[src/rtl/uart_pkg.sv]
// Shared types and helpers for the parametrised UART receiver.
`timescale 1ns/1ps
package uart_pkg;

  // Receiver frame-tracking states.
  typedef enum logic [2:0] {
    IDLE,
    START,
    DATA,
    PARITY,
    STOP,
    BREAK
  } rx_state_e;

  // Parity options. The numeric order matches the PARITY_MODE parameter (0/1/2).
  typedef enum logic [1:0] {
    PAR_NONE,
    PAR_EVEN,
    PAR_ODD
  } parity_e;

  // 2-of-3 majority vote used to decide each bit.
  function automatic logic maj3(input logic a, input logic b, input logic c);
    return (a & b) | (a & c) | (b & c);
  endfunction

endpackage

[src/rtl/uart_bit_sync.sv]
// Two-flop synchroniser for the asynchronous serial line.
// It resets to 1 so that a line in reset looks idle.
`timescale 1ns/1ps
module uart_bit_sync (
  input  logic clk,
  input  logic reset,
  input  logic rxd,
  output logic rxd_s
);

  logic meta;

  // Shift the raw line through two flops to resolve metastability.
  always_ff @(posedge clk or posedge reset) begin
    if (reset) begin
      meta  <= 1'b1;
      rxd_s <= 1'b1;
    end else begin
      // NOTE: non-blocking assignments keep this a true two-stage pipeline; blocking would collapse it to one flop.
      meta  <= rxd;
      rxd_s <= meta;
    end
  end

endmodule

[src/rtl/uart_rx_param.sv]
// Parametrised UART receiver.
// Features:
//  - configurable data width, parity and number of stop bits;
//  - 3-sample majority vote per bit;
//  - parity, framing, overrun and break reporting;
//  - valid/ready output.
`timescale 1ns/1ps
module uart_rx_param
  import uart_pkg::*;
#(
  parameter int CLK_FREQ    = 50_000_000,
  parameter int BAUD_RATE   = 1_000_000,
  parameter int DATA_BITS   = 8,
  parameter int PARITY_MODE = 0,
  parameter int STOP_BITS   = 1
) (
  input  logic                 clk,
  input  logic                 reset,
  input  logic                 rxd,
  output logic [DATA_BITS-1:0] rx_data,
  output logic                 rx_valid,
  input  logic                 rx_ready,
  output logic                 parity_err,
  output logic                 frame_err,
  output logic                 overrun_err,
  output logic                 break_det,
  output logic                 busy
);

  localparam int DIV   = CLK_FREQ / BAUD_RATE;
  localparam int MID   = DIV / 2;
  localparam int CNT_W = $clog2(DIV);

  localparam parity_e PAR_CFG = (PARITY_MODE == 1) ? PAR_EVEN :
                                (PARITY_MODE == 2) ? PAR_ODD  : PAR_NONE;

  localparam logic [CNT_W-1:0] CNT_LAST = CNT_W'(DIV - 1);
  localparam logic [CNT_W-1:0] CNT_SA   = CNT_W'(MID - 1);
  localparam logic [CNT_W-1:0] CNT_SB   = CNT_W'(MID);
  localparam logic [CNT_W-1:0] CNT_DEC  = CNT_W'(MID + 1);
  localparam logic [3:0]       DATA_LST = 4'(DATA_BITS - 1);
  localparam logic [3:0]       STOP_LST = 4'(STOP_BITS - 1);

  // Reject configurations the sampling scheme cannot support.
  if (DIV < 8) begin : g_div_check
    $error("uart_rx_param: CLK_FREQ/BAUD_RATE must be at least 8");
  end
  if (DATA_BITS < 5 || DATA_BITS > 9) begin : g_bits_check
    $error("uart_rx_param: DATA_BITS must be 5..9");
  end
  if (STOP_BITS < 1 || STOP_BITS > 2) begin : g_stop_check
    $error("uart_rx_param: STOP_BITS must be 1 or 2");
  end
  if (PARITY_MODE < 0 || PARITY_MODE > 2) begin : g_par_check
    $error("uart_rx_param: PARITY_MODE must be 0, 1 or 2");
  end

  rx_state_e            state, state_next;
  logic                 rxd_s;
  logic                 armed;
  logic [CNT_W-1:0]     sample_cnt;
  logic [3:0]           bit_cnt;
  logic                 samp_a, samp_b;
  logic [DATA_BITS-1:0] shift_reg;
  logic                 par_bit;
  logic                 parity_err_next;
  logic                 frame_err_next;

  logic bit_end, decide, vote;
  logic last_data, first_stop, last_stop;
  logic par_expect, break_hit, commit, frame_err_final;

  uart_bit_sync u_sync (
    .clk   (clk),
    .reset (reset),
    .rxd   (rxd),
    .rxd_s (rxd_s)
  );

  assign bit_end    = (sample_cnt == CNT_LAST);
  assign decide     = (sample_cnt == CNT_DEC);
  assign vote       = maj3(samp_a, samp_b, rxd_s);
  assign last_data  = (bit_cnt == DATA_LST);
  assign first_stop = (bit_cnt == 4'd0);
  assign last_stop  = (bit_cnt == STOP_LST);

  // Arm on the first idle level after reset, so a frame already in flight is ignored.
  always_ff @(posedge clk or posedge reset) begin
    if (reset)      armed <= 1'b0;
    else if (rxd_s) armed <= 1'b1;
  end

  // State register.
  always_ff @(posedge clk or posedge reset) begin
    if (reset) state <= IDLE;
    else       state <= state_next;
  end

  // Next-state logic.
  always_comb begin
    // NOTE: the default assignment up front guarantees every path drives state_next, so no latch is inferred.
    state_next = state;
    case (state)
      IDLE:   if (armed && !rxd_s) state_next = START;
      START: begin
        if (decide && vote) state_next = IDLE;   // line went back high: glitch
        else if (bit_end)   state_next = DATA;
      end
      DATA:   if (bit_end && last_data)
                state_next = (PAR_CFG == PAR_NONE) ? STOP : PARITY;
      PARITY: if (bit_end) state_next = STOP;
      STOP: begin
        if (break_hit)   state_next = BREAK;
        else if (commit) state_next = IDLE;
      end
      BREAK:  if (rxd_s) state_next = IDLE;
      default: state_next = IDLE;
    endcase
  end

  // Output/decode logic: status, parity expectation, and frame end events.
  always_comb begin
    busy            = (state != IDLE);
    par_expect      = (PAR_CFG == PAR_ODD) ? ~^shift_reg : ^shift_reg;
    break_hit       = (state == STOP) && decide && first_stop && (shift_reg == '0) &&
                      ((PAR_CFG == PAR_NONE) || !par_bit) && !vote;
    commit          = (state == STOP) && decide && last_stop && !break_hit;
    frame_err_final = frame_err_next | ~vote;
  end

  // Bit timing, sample capture, data shifting and error accumulation for the current frame.
  always_ff @(posedge clk or posedge reset) begin
    if (reset) begin
      sample_cnt      <= '0;
      bit_cnt         <= '0;
      samp_a          <= 1'b1;
      samp_b          <= 1'b1;
      shift_reg       <= '0;
      par_bit         <= 1'b0;
      parity_err_next <= 1'b0;
      frame_err_next  <= 1'b0;
    end else if (state == IDLE || state == BREAK) begin
      sample_cnt      <= '0;
      bit_cnt         <= '0;
      par_bit         <= 1'b0;
      parity_err_next <= 1'b0;
      frame_err_next  <= 1'b0;
    end else begin
      sample_cnt <= bit_end ? '0 : sample_cnt + 1'b1;
      if (sample_cnt == CNT_SA) samp_a <= rxd_s;
      if (sample_cnt == CNT_SB) samp_b <= rxd_s;

      // bit_cnt counts data bits in DATA, then restarts to count stop bits in STOP.
      if (bit_end && state == DATA)
        bit_cnt <= last_data ? 4'd0 : bit_cnt + 4'd1;
      else if (bit_end && state == STOP)
        bit_cnt <= bit_cnt + 4'd1;

      if (decide) begin
        case (state)
          DATA:   shift_reg <= {vote, shift_reg[DATA_BITS-1:1]};
          PARITY: begin
            par_bit         <= vote;
            parity_err_next <= (vote != par_expect);
          end
          STOP:   if (!vote) frame_err_next <= 1'b1;
          default: ;
        endcase
      end
    end
  end

  // Output register and valid/ready handshake, with overrun and break pulses.
  always_ff @(posedge clk or posedge reset) begin
    if (reset) begin
      rx_data     <= '0;
      rx_valid    <= 1'b0;
      parity_err  <= 1'b0;
      frame_err   <= 1'b0;
      overrun_err <= 1'b0;
      break_det   <= 1'b0;
    end else begin
      overrun_err <= 1'b0;
      break_det   <= break_hit;
      if (rx_valid && rx_ready) rx_valid <= 1'b0;
      if (commit) begin
        if (!rx_valid || rx_ready) begin
          rx_data    <= shift_reg;
          parity_err <= parity_err_next;
          frame_err  <= frame_err_final;
          rx_valid   <= 1'b1;
        end else begin
          overrun_err <= 1'b1;     // consumer still holds the previous frame
        end
      end
    end
  end

endmodule

[config.mk]
export PLATFORM = sky130hd
export DESIGN_NAME = uart_rx_param
export DESIGN_NICKNAME = d
export VERILOG_FILES = /design/src/rtl/uart_pkg.sv /design/src/rtl/uart_bit_sync.sv /design/src/rtl/uart_rx_param.sv
export SDC_FILE = /design/constraint.sdc
export NUM_CORES = 1
export LEC_CHECK = 0
export CAP_MARGIN = 10
export CELL_PAD_IN_SITES_DETAIL_PLACEMENT = 0
export CELL_PAD_IN_SITES_GLOBAL_PLACEMENT = 1
export CORE_UTILIZATION = 40
export CTS_CLUSTER_SIZE = 24
export DETAILED_ROUTE_END_ITERATION = 10
export GPL_TIMING_DRIVEN = 0
export PLACE_DENSITY_LB_ADDON = 0.1
export SLEW_MARGIN = 20
export SYNTH_ARGS = -nofsm -noshare
export SYNTH_HDL_FRONTEND = slang
export SYNTH_SLANG_ARGS = --single-unit
[constraint.sdc]
create_clock -name clk -period 2.2 [get_ports clk]
set_input_delay 0.33 -clock clk [delete_from_list [all_inputs] [get_ports clk]]
set_output_delay 0.33 -clock clk [all_outputs]
set_load 0.03 [all_outputs]
==> results_dict.tcl <==
set metrics [dict create \
    synth_edf_count 0 \
    synthFlopType "dfrtp_1" \
    grt_pass1_vias 1421 \
    layout_commonest_cell "dfrtp_1" \
    routed_wl_mm 4.19 \
    io_pins 18 \
    synth.distinct_cells 49 \
    period_share_pct 93.6 \
    first_pass_iters 4 \
    rsz0062_at_grt "false" \
    dpl.hpwl_mm 2.98 \
    ys_warn_count 0 \
    fmax_mhz 486 \
    synth_async_sr_flop_share_pct 100 \
    path_max_fanout 10 \
    core_area_um2 5170 \
    netlist_area_um2 2180 \
    via_per_inst 5.06 \
    muxShareOfSynthArea_pct 13.2 \
    clk_pin_slew_worst_paths_ns 0.08 \
    cts_buffer_depth 2 \
    cp_data_arrival_time_ns 2.24 \
    status "complete, no violations" \
    relSlewSlack_pct 67.8 \
    dr.first_iter.drc_count 100 \
    synth_area_per_cell_um2 11.1 \
    dp_cells 284 \
    htreeDepth 2 \
    initial_core_util_pct 42.1 \
    antennaDiodeCount 0 \
    fp.dieW_um 75.8 \
    final_antenna_net_count 0 \
    fin_skew_ns 0.00452 \
    wire_per_inst_um 14.4 \
    finalSetupTns_ns 0 \
    cts_root_buf "clkbuf_8" \
    die_area_um2 5740 \
    maxSlewViolCount 0 \
    final_cell_mix "dfrtp_1 (37), nor2_1 (17), clkdlybuf4s50_1 (16)" \
    post-route-min-period_ns 2.06 \
    clock_latency_ns 0.29 \
    cp-start-kind "flop" \
    synth_fp_nets 210 \
    grt_first_pass_wirelength_mm 6.71 \
    crit_type "reg2reg" \
    numCtsBuffers 5 \
    grt_max_degree 30 \
    hold_violations 0 \
    vias 1478 \
    die_h_um 75.8 \
    grt_usage_pct 15.8 \
    overflow 0 \
    drc 0 \
    layout-drive-gt1-share_pct 20.7 \
    seq_area_frac_synth_pct 47.3 \
    yosys.area_share.xor_xnor_pct 3.22 \
    hold_buffers 0 \
    drv_cap 0 \
    instances_no_fill 292 \
    portBuffers 17 \
    synthAdderAreaFrac_pct 6.26 \
    yosys.area_share.simple_pct 16.1 \
    ys_seq_elements 41 \
    cts_setup_buffers 0 \
    synth_cells 196 \
    hold_path_class "in2async" \
    synth_top_family_by_area "simple AND/OR/NAND/NOR gates" \
    cp_data_required_time_ns 2.38 \
    syn2layout_area_growth_pct 18.4 \
    routabilityCongestion 0.826 \
    setup_viol 0 \
    clkSinkCount 41 \
    cts_tree "yes" \
    num-nets-final 235 \
    p_leak_uw 0.00120 \
    p_per_area_nw_per_um2 823 \
    peakVddDrop_v 0.000460 \
    end_kind "flop" \
    antenna_found_initial 0 \
    num_rows 26 \
    synth_compound_area_share_pct 8.90 \
    tightest_slew_ns 0.480 \
]
==> final timing paths <==
kind	start	endpoint	slack, ns	cells after the start
setup / recovery	sample_cnt[0]$_DFF_PP0_	rx_data[7]$_DFFE_PP0P_	0.14	8
hold reg to reg	u_sync.meta$_DFF_PP1_	u_sync.rxd_s$_DFF_PP1_	0.37	0
max in group asynchronous	reset	state[2]$_DFFE_PP0P_	1.46	3
hold / removal	reset	sample_cnt[4]$_DFF_PP0_	0.31	2
min in group clk	u_sync.meta$_DFF_PP1_	u_sync.rxd_s$_DFF_PP1_	0.37	0
setup reg to reg	sample_cnt[0]$_DFF_PP0_	rx_data[7]$_DFFE_PP0P_	0.14	8
==> power by group <==
group          switching (uW)  internal (uW)  total, uW
registers                44.6            804        849
logic                     389            259        647
clock network             257            370        627
==> Yosys cell counts (all sizes together) (3+ instances only) <==
| library cell | count | share of area [%] |
|---|---|---|
| nand2 | 16 | 2.9 |
| inv | 16 | 2.8 |
| nor2 | 17 | 2.9 |
| mux2i | 8 | 3.7 |
| ha | 10 | 5.7 |
| mux2 | 15 | 9.5 |
| dfstp | 4 | 4.8 |
| a21oi | 3 | 0.69 |
| dfrtp | 37 | 43 |
| buf | 5 | 2.0 |
| o21ai | 5 | 1.1 |
| xnor2 | 6 | 2.4 |
| nor2b | 6 | 2.1 |
| nand2b | 5 | 1.4 |
| nand3 | 6 | 1.4 |
==> what timing repair did <==
action,4_1_cts,5_1_grt
gates resized for setup,3,2
setup endpoints to repair,1,10
hold endpoints to repair,0,0
==> worst max-delay path: stages, from the launching register on <==
cell and delay [ns]:
dfrtp_1 0.43, inv_1 0.10, ha_2 0.23, nor2b_2 0.18, nand4_1 0.13, or2_4 0.29, nor2b_4 0.13, buf_12 0.15
mux2_4 0.30
==> metal layers <==
metal	up-vias	track usage (%)	wire length, um
met5	-	0	0
met4	0	4.94	38
met3	4	4.37	144
met2	28	23.4	1920
met1	727	22.5	2090
li1	719	-	-
==> cell type report <==
type / instances / area, um^2
tap: 70 / 87.6
clock inverter: 1 / 30.0
sequential: 41 / 1030
timing repair buffer: 18 / 189
clock buffer: 7 / 86.3
inverter: 16 / 60.1
fill: 472 / 2590
buffer: 7 / 52.6
multi-input combinational: 132 / 1040
==> logic make-up after synthesis <==
logic type / count (synthesis)
mux: 23
flops: 41
compound gates: 27
buf+inv: 23
fa+ha+maj: 11
simple gates: 63
xor+xnor: 8
==> stage by stage <==
stage	worst slack, ns	power, uW	util, %	area (um^2)	hold slack (ns)
finish	0.142	2120	49.9	2580	0.308
floorplan	0.314	1350	-	2180	0.334
detailed placement	0.100	1500	47.5	2460	0.354
CTS	0.0802	2130	49.8	2570	0.316
global route	0.0236	2250	49.9	2580	0.333
global placement	0.0818	1490	47.1	2440	0.346
Note: power is estimated with default switching activity, not from simulation.
